[src/rtl/dma_req_gen.sv]
// Cache-line DMA request generator: issues size read requests, waits for all read
// responses, then issues size write requests, waits for all write responses, pulses done.
module dma_req_gen #(
  parameter int CL_ADDR_WIDTH = 64
) (
  input  logic                     clk,
  input  logic                     rst_n,
  input  logic                     start,
  input  logic [CL_ADDR_WIDTH-1:0] size,
  input  logic [CL_ADDR_WIDTH-1:0] rd_base,
  input  logic [CL_ADDR_WIDTH-1:0] wr_base,
  input  logic                     rd_req_full,
  input  logic                     wr_req_full,
  input  logic                     rd_rsp_valid,
  input  logic                     wr_rsp_valid,
  output logic                     rd_req_valid,
  output logic [CL_ADDR_WIDTH-1:0] rd_req_addr,
  output logic                     wr_req_valid,
  output logic [CL_ADDR_WIDTH-1:0] wr_req_addr,
  output logic                     busy,
  output logic                     done
);

  localparam logic [CL_ADDR_WIDTH-1:0] ONE = CL_ADDR_WIDTH'(1);

  typedef enum logic [2:0] {
    IDLE       = 3'd0,
    READ       = 3'd1,
    READ_WAIT  = 3'd2,
    WRITE      = 3'd3,
    WRITE_WAIT = 3'd4,
    DONE       = 3'd5
  } state_t;

  state_t state, state_nx;

  logic [CL_ADDR_WIDTH-1:0] size_r, rd_base_r, wr_base_r;
  logic [CL_ADDR_WIDTH-1:0] rd_iss, rd_rsp, wr_iss, wr_rsp;

  logic accept;
  logic rd_issue, wr_issue;
  logic rd_rsp_inc, wr_rsp_inc;
  logic rd_last_iss, wr_last_iss;
  logic rd_all_rsp, wr_all_rsp;

  always_comb begin
    accept      = (state == IDLE) && start;
    rd_issue    = (state == READ) && !rd_req_full;
    wr_issue    = (state == WRITE) && !wr_req_full;
    // Responses past the expected count are dropped so the counters cannot run beyond size.
    rd_rsp_inc  = ((state == READ) || (state == READ_WAIT)) && rd_rsp_valid && (rd_rsp != size_r);
    wr_rsp_inc  = ((state == WRITE) || (state == WRITE_WAIT)) && wr_rsp_valid && (wr_rsp != size_r);
    rd_last_iss = (rd_iss + ONE) == size_r;
    wr_last_iss = (wr_iss + ONE) == size_r;
    rd_all_rsp  = (rd_rsp == size_r) || (rd_rsp_inc && ((rd_rsp + ONE) == size_r));
    wr_all_rsp  = (wr_rsp == size_r) || (wr_rsp_inc && ((wr_rsp + ONE) == size_r));

    state_nx = state;
    unique case (state)
      IDLE:       if (start) state_nx = (size == '0) ? DONE : READ;
      READ:       if (rd_issue && rd_last_iss) state_nx = READ_WAIT;
      READ_WAIT:  if (rd_all_rsp) state_nx = WRITE;
      WRITE:      if (wr_issue && wr_last_iss) state_nx = WRITE_WAIT;
      WRITE_WAIT: if (wr_all_rsp) state_nx = DONE;
      DONE:       state_nx = IDLE;
      default:    state_nx = IDLE;
    endcase

    busy = (state != IDLE);
    done = (state == DONE);
  end

  always_ff @(posedge clk or negedge rst_n) begin
    if (!rst_n) begin
      state <= IDLE;
    end else begin
      state <= state_nx;
    end
  end

  // Transfer parameters are only consulted after an accepted start, so they carry no reset.
  always_ff @(posedge clk) begin
    if (accept) begin
      size_r    <= size;
      rd_base_r <= rd_base;
      wr_base_r <= wr_base;
    end
  end

  always_ff @(posedge clk or negedge rst_n) begin
    if (!rst_n) begin
      rd_iss <= '0;
      rd_rsp <= '0;
      wr_iss <= '0;
      wr_rsp <= '0;
    end else if (accept) begin
      rd_iss <= '0;
      rd_rsp <= '0;
      wr_iss <= '0;
      wr_rsp <= '0;
    end else begin
      if (rd_issue)   rd_iss <= rd_iss + ONE;
      if (rd_rsp_inc) rd_rsp <= rd_rsp + ONE;
      if (wr_issue)   wr_iss <= wr_iss + ONE;
      if (wr_rsp_inc) wr_rsp <= wr_rsp + ONE;
    end
  end

  always_ff @(posedge clk or negedge rst_n) begin
    if (!rst_n) begin
      rd_req_valid <= 1'b0;
      rd_req_addr  <= '0;
      wr_req_valid <= 1'b0;
      wr_req_addr  <= '0;
    end else begin
      rd_req_valid <= rd_issue;
      wr_req_valid <= wr_issue;
      if (rd_issue) rd_req_addr <= rd_base_r + rd_iss;
      if (wr_issue) wr_req_addr <= wr_base_r + wr_iss;
    end
  end

endmodule

[config.mk]
export PLATFORM = sky130hd
export DESIGN_NAME = dma_req_gen
export DESIGN_NICKNAME = d
export VERILOG_FILES = /design/src/rtl/dma_req_gen.sv
export SDC_FILE = /design/constraint.sdc
export NUM_CORES = 2
export LEC_CHECK = 0
export ABC_AREA = 1
export ABC_CLOCK_PERIOD_IN_PS = 13700
export CORE_MARGIN = 4
export CORE_UTILIZATION = 53
export DETAILED_ROUTE_END_ITERATION = 12
export DONT_BUFFER_PORTS = 1
export GPL_TIMING_DRIVEN = 0
export PLACE_DENSITY = 0.68
export SLEW_MARGIN = 10
export SYNTH_ARGS = -nofsm -noshare
export SYNTH_HDL_FRONTEND = slang
export SYNTH_SLANG_ARGS = --single-unit
export TNS_END_PERCENT = 100
[constraint.sdc]
create_clock -name clk -period 13.7 [get_ports clk]
set_input_delay 2.74 -clock clk [delete_from_list [all_inputs] [get_ports clk]]
set_output_delay 2.74 -clock clk [all_outputs]
set_load 0.05 [all_outputs]
==> impl_metrics.env <==
export IMPL_clk_latency_ns=0.65
export IMPL_synth_seq_cells=581
export IMPL_drive_above_1_share_pct=4.09
export IMPL_cts_hold_buf=0
export IMPL_wl_met3_um=22300
export IMPL_grt_pass1_vias=40700
export IMPL_grt_pass1_wl_um=266000
export IMPL_relSlewSlack_pct=11.5
export IMPL_arrival_ns=5.48
export IMPL_p_leak_nw=21.6
export IMPL_htreeDepth=3
export IMPL_wl_met1_um=72200
export IMPL_p_comb_share_pct=14.2
export IMPL_grt_max_degree=390
export IMPL_cpMaxStageDelayCell="clkbuf_1"
export IMPL_max_cap_violations=0
export IMPL_fmax_ghz=0.199
export IMPL_cts_root_buf="clkbuf_16"
export IMPL_core_mm2=0.0791
export IMPL_fin_setup_tns_ns=0
export IMPL_grt_overflow=0
export IMPL_clkPwrFrac_pct=40.5
export IMPL_synth_edf_count=192
export IMPL_worst_pin_slew_ns=1.33
export IMPL_hold_ws_ns=0.571
export IMPL_cts_resized=0
export IMPL_drc_errors=0
export IMPL_wl_per_cell_um=25.2
export IMPL_grt_usage_pct=42.3
export IMPL_finalHoldViolations=0
export IMPL_dieArea_mm2=0.0846
export IMPL_antenna_found_initial=17
export IMPL_seq_area_frac_synth_pct=36.5
export IMPL_setup_viol=0
export IMPL_outcome="finished clean"
export IMPL_synth_cell_types=58
export IMPL_place_gp_congestion=1.09
export IMPL_routed_top_layer="met5"
export IMPL_hold_class="flop to flop"
export IMPL_crit_path_frequent_cell="clkbuf_1"
export IMPL_detail_route_antenna_nets=0
export IMPL_period_share_pct=36.7
export IMPL_peakVddDrop_mv=0.109
export IMPL_cts_tree="done"
export IMPL_vias=44500
export IMPL_internal_power_w=0.00335
export IMPL_pwr_density_cell_mw_per_mm2=107
export IMPL_drt_wl_total_um=186000
export IMPL_path_class="input pin to flop"
export IMPL_p_sw_w=0.00161
export IMPL_avgSynthCellArea_um2=6.86
export IMPL_clock_path_buffers=3
export IMPL_cpPeakStageDelay_ns=0.94
export IMPL_drt_initial_drc_count=5554
export IMPL_swShare_pct=32.5
export IMPL_start_util_pct=53.6
export IMPL_cp_end_kind="flop"
export IMPL_nets=6586
export IMPL_clkTransAtPathRegs_ns=0.06
export IMPL_grt_setup_unrepaired="no"
export IMPL_skew_ns=0.0395
export IMPL_fillers=7737
export IMPL_numCtsBuffers=69
export IMPL_cts_sinks=581
export IMPL_rows=103
export IMPL_first_pass_iters=9
export IMPL_ys_warn_count=0
export IMPL_synth_area_mm2=0.0424
export IMPL_cts_setup_buffers=0
export IMPL_start_kind="input pin"
export IMPL_required_ns=14.15
export IMPL_cp_max_fo=10
export IMPL_vias_per_cell=6.04
export IMPL_die_height_um=291
export IMPL_crit_path_cell_trace="inv_1, nand2_1, clkbuf_1, clkbuf_1, clkbuf_1, o22ai_1"
export IMPL_ios=331
export IMPL_syn2layout_area_growth_pct=9.13
export IMPL_die_x_um=291
export IMPL_dominantRegCellSynth="dfrtp_1"
export IMPL_dp_hpwl_um=146000
export IMPL_async_reset_ff_share_pct=67.0
export IMPL_synth_net_count=6512
export IMPL_synth_cells=6181
export IMPL_wl_met2_um=75300
export IMPL_period_needed_ns=5.03
export IMPL_seqPwrFrac_pct=45.2
export IMPL_finalMaxSlewViolations=0
export IMPL_port_buffer_count=0
[sequential cells by signal, summed over array words and instances (netlist names)]
name and cells:
wr_iss 64, rd_req_valid 1, rd_rsp 64, rd_iss 64
rd_req_addr 64, wr_req_valid 1, size_r 64, wr_req_addr 64
wr_base_r 64, wr_rsp 64, rd_base_r 64, state 3
[power groups by stage]
stage,clock network (W),logic [W],registers (W)
floorplan,0,0.000522,0.00219
global placement,0,0.000675,0.00227
detailed placement,0,0.000685,0.00227
CTS,0.00202,0.000688,0.00224
global route,0.00210,0.000786,0.00225
finish,0.00201,0.000707,0.00224
[synthesized netlist by cell type, drive strengths merged (3+ instances only)]
master  instances  area share (%)
or2            30            0.44
nor2          889             8.6
xnor3           5            0.27
and3            4           0.059
nor3           68            0.85
a21boi         12            0.21
dfrtp         389              23
o311ai          3           0.062
o211ai         12            0.21
nand4         122             1.8
edfxtp        192              14
nand2        1887              17
a221oi         11            0.23
xnor2          90             1.9
nor3b          12            0.21
buf            25            0.31
clkbuf         80            0.71
nor4           30            0.44
o22ai         140             2.1
nand3         428             5.1
clkinv          4           0.035
a21o           13            0.23
o21bai         22            0.39
o21a           25            0.44
o21ai         335             4.0
xor2          167             3.4
nand3b         21            0.37
a31oi          60            0.88
a21oi         249             2.9
and2           14            0.21
inv           699             6.2
ha            130             3.8
[routing by layer]
layer	GRT usage [%]	vias to the layer above
li1	-	20600
met5	0	-
met2	61.0	2742
met1	56.7	20700
met4	28.7	10
met3	9.81	552
[path summary, 6_finish.rpt]
| kind | endpoint | start | slack (ns) | cells past startpoint |
|---|---|---|---|---|
| worst max-delay path | wr_iss[7] | wr_req_full | 8.67 | 6 |
| max in group asynchronous | wr_rsp[56] | rst_n | 10.84 | 0 |
| min in group asynchronous | rd_req_addr[23] | rst_n | 1.81 | 0 |
| worst max register to register | rd_rsp[40] | size_r[49] | 9.05 | 16 |
| worst min register to register | rd_rsp[7] | rd_rsp[7] | 0.57 | 1 |
| worst min-delay path | rd_rsp[7] | rd_rsp[7] | 0.57 | 1 |
[cell families after synthesis]
logic type	Yosys count	synth area share (%)
simple gates	3507	34.9
flops	581	36.5
fa+ha+maj	132	3.93
buf+inv	808	7.24
compound gates	891	11.8
xor+xnor	262	5.57
[cells in the final DEF (no fill, tap or decap), types with 12 or more instances in the layout]
master / instances
nand2_1: 1870
nor2_1: 833
inv_1: 686
nand3_1: 421
dfrtp_1: 389
o21ai_0: 291
a21oi_1: 249
edfxtp_1: 192
xor2_1: 167
o22ai_1: 140
ha_1: 130
nand4_1: 122
clkbuf_1: 92
xnor2_1: 90
clkbuf_16: 71
nor3_1: 64
a31oi_1: 60
o21ai_1: 44
nor2_4: 31
nor4_1: 30
or2_2: 28
nor2_2: 25
o21a_1: 25
o21bai_1: 22
nand3b_1: 21
nand2_2: 17
buf_2: 14
and2_1: 14
diode_2: 13
inv_2: 13
a21o_1: 13
o211ai_1: 12
nor3b_1: 12
bufinv_16: 12
[metrics by stage]
stage	area (um2)	total power (W)	setup WS (ns)	utilization [%]	instances
floorplan	42400	0.00272	4.64	-	6181
global placement	43700	0.00294	1.42	55.3	7231
detailed placement	43800	0.00295	8.13	55.4	7234
CTS	46300	0.00495	8.79	58.5	7361
global route	46300	0.00514	8.54	58.5	7365
finish	46300	0.00496	8.67	58.5	7374
[final cells by class]
type / count / area (um2) / area share, %
Antenna cell: 13 / 32.5 / 0.0703
Buffer: 105 / 437 / 0.943
Clock buffer: 90 / 1890 / 4.08
Clock inverter: 37 / 548 / 1.18
Inverter: 703 / 2640 / 5.70
Multi-Input combinational cell: 4792 / 23900 / 51.5
Sequential cell: 581 / 15500 / 33.5
Tap cell: 1050 / 1310 / 2.84
Timing Repair Buffer: 3 / 82.6 / 0.178
[worst max-delay path, delay by kind of cell]
family | cells | cell delay (ns)
compound gates | 1 | 0.24
buf+inv | 4 | 2.34
simple gates | 1 | 0.16
No activity file was read; power rests on OpenSTA's default activity.
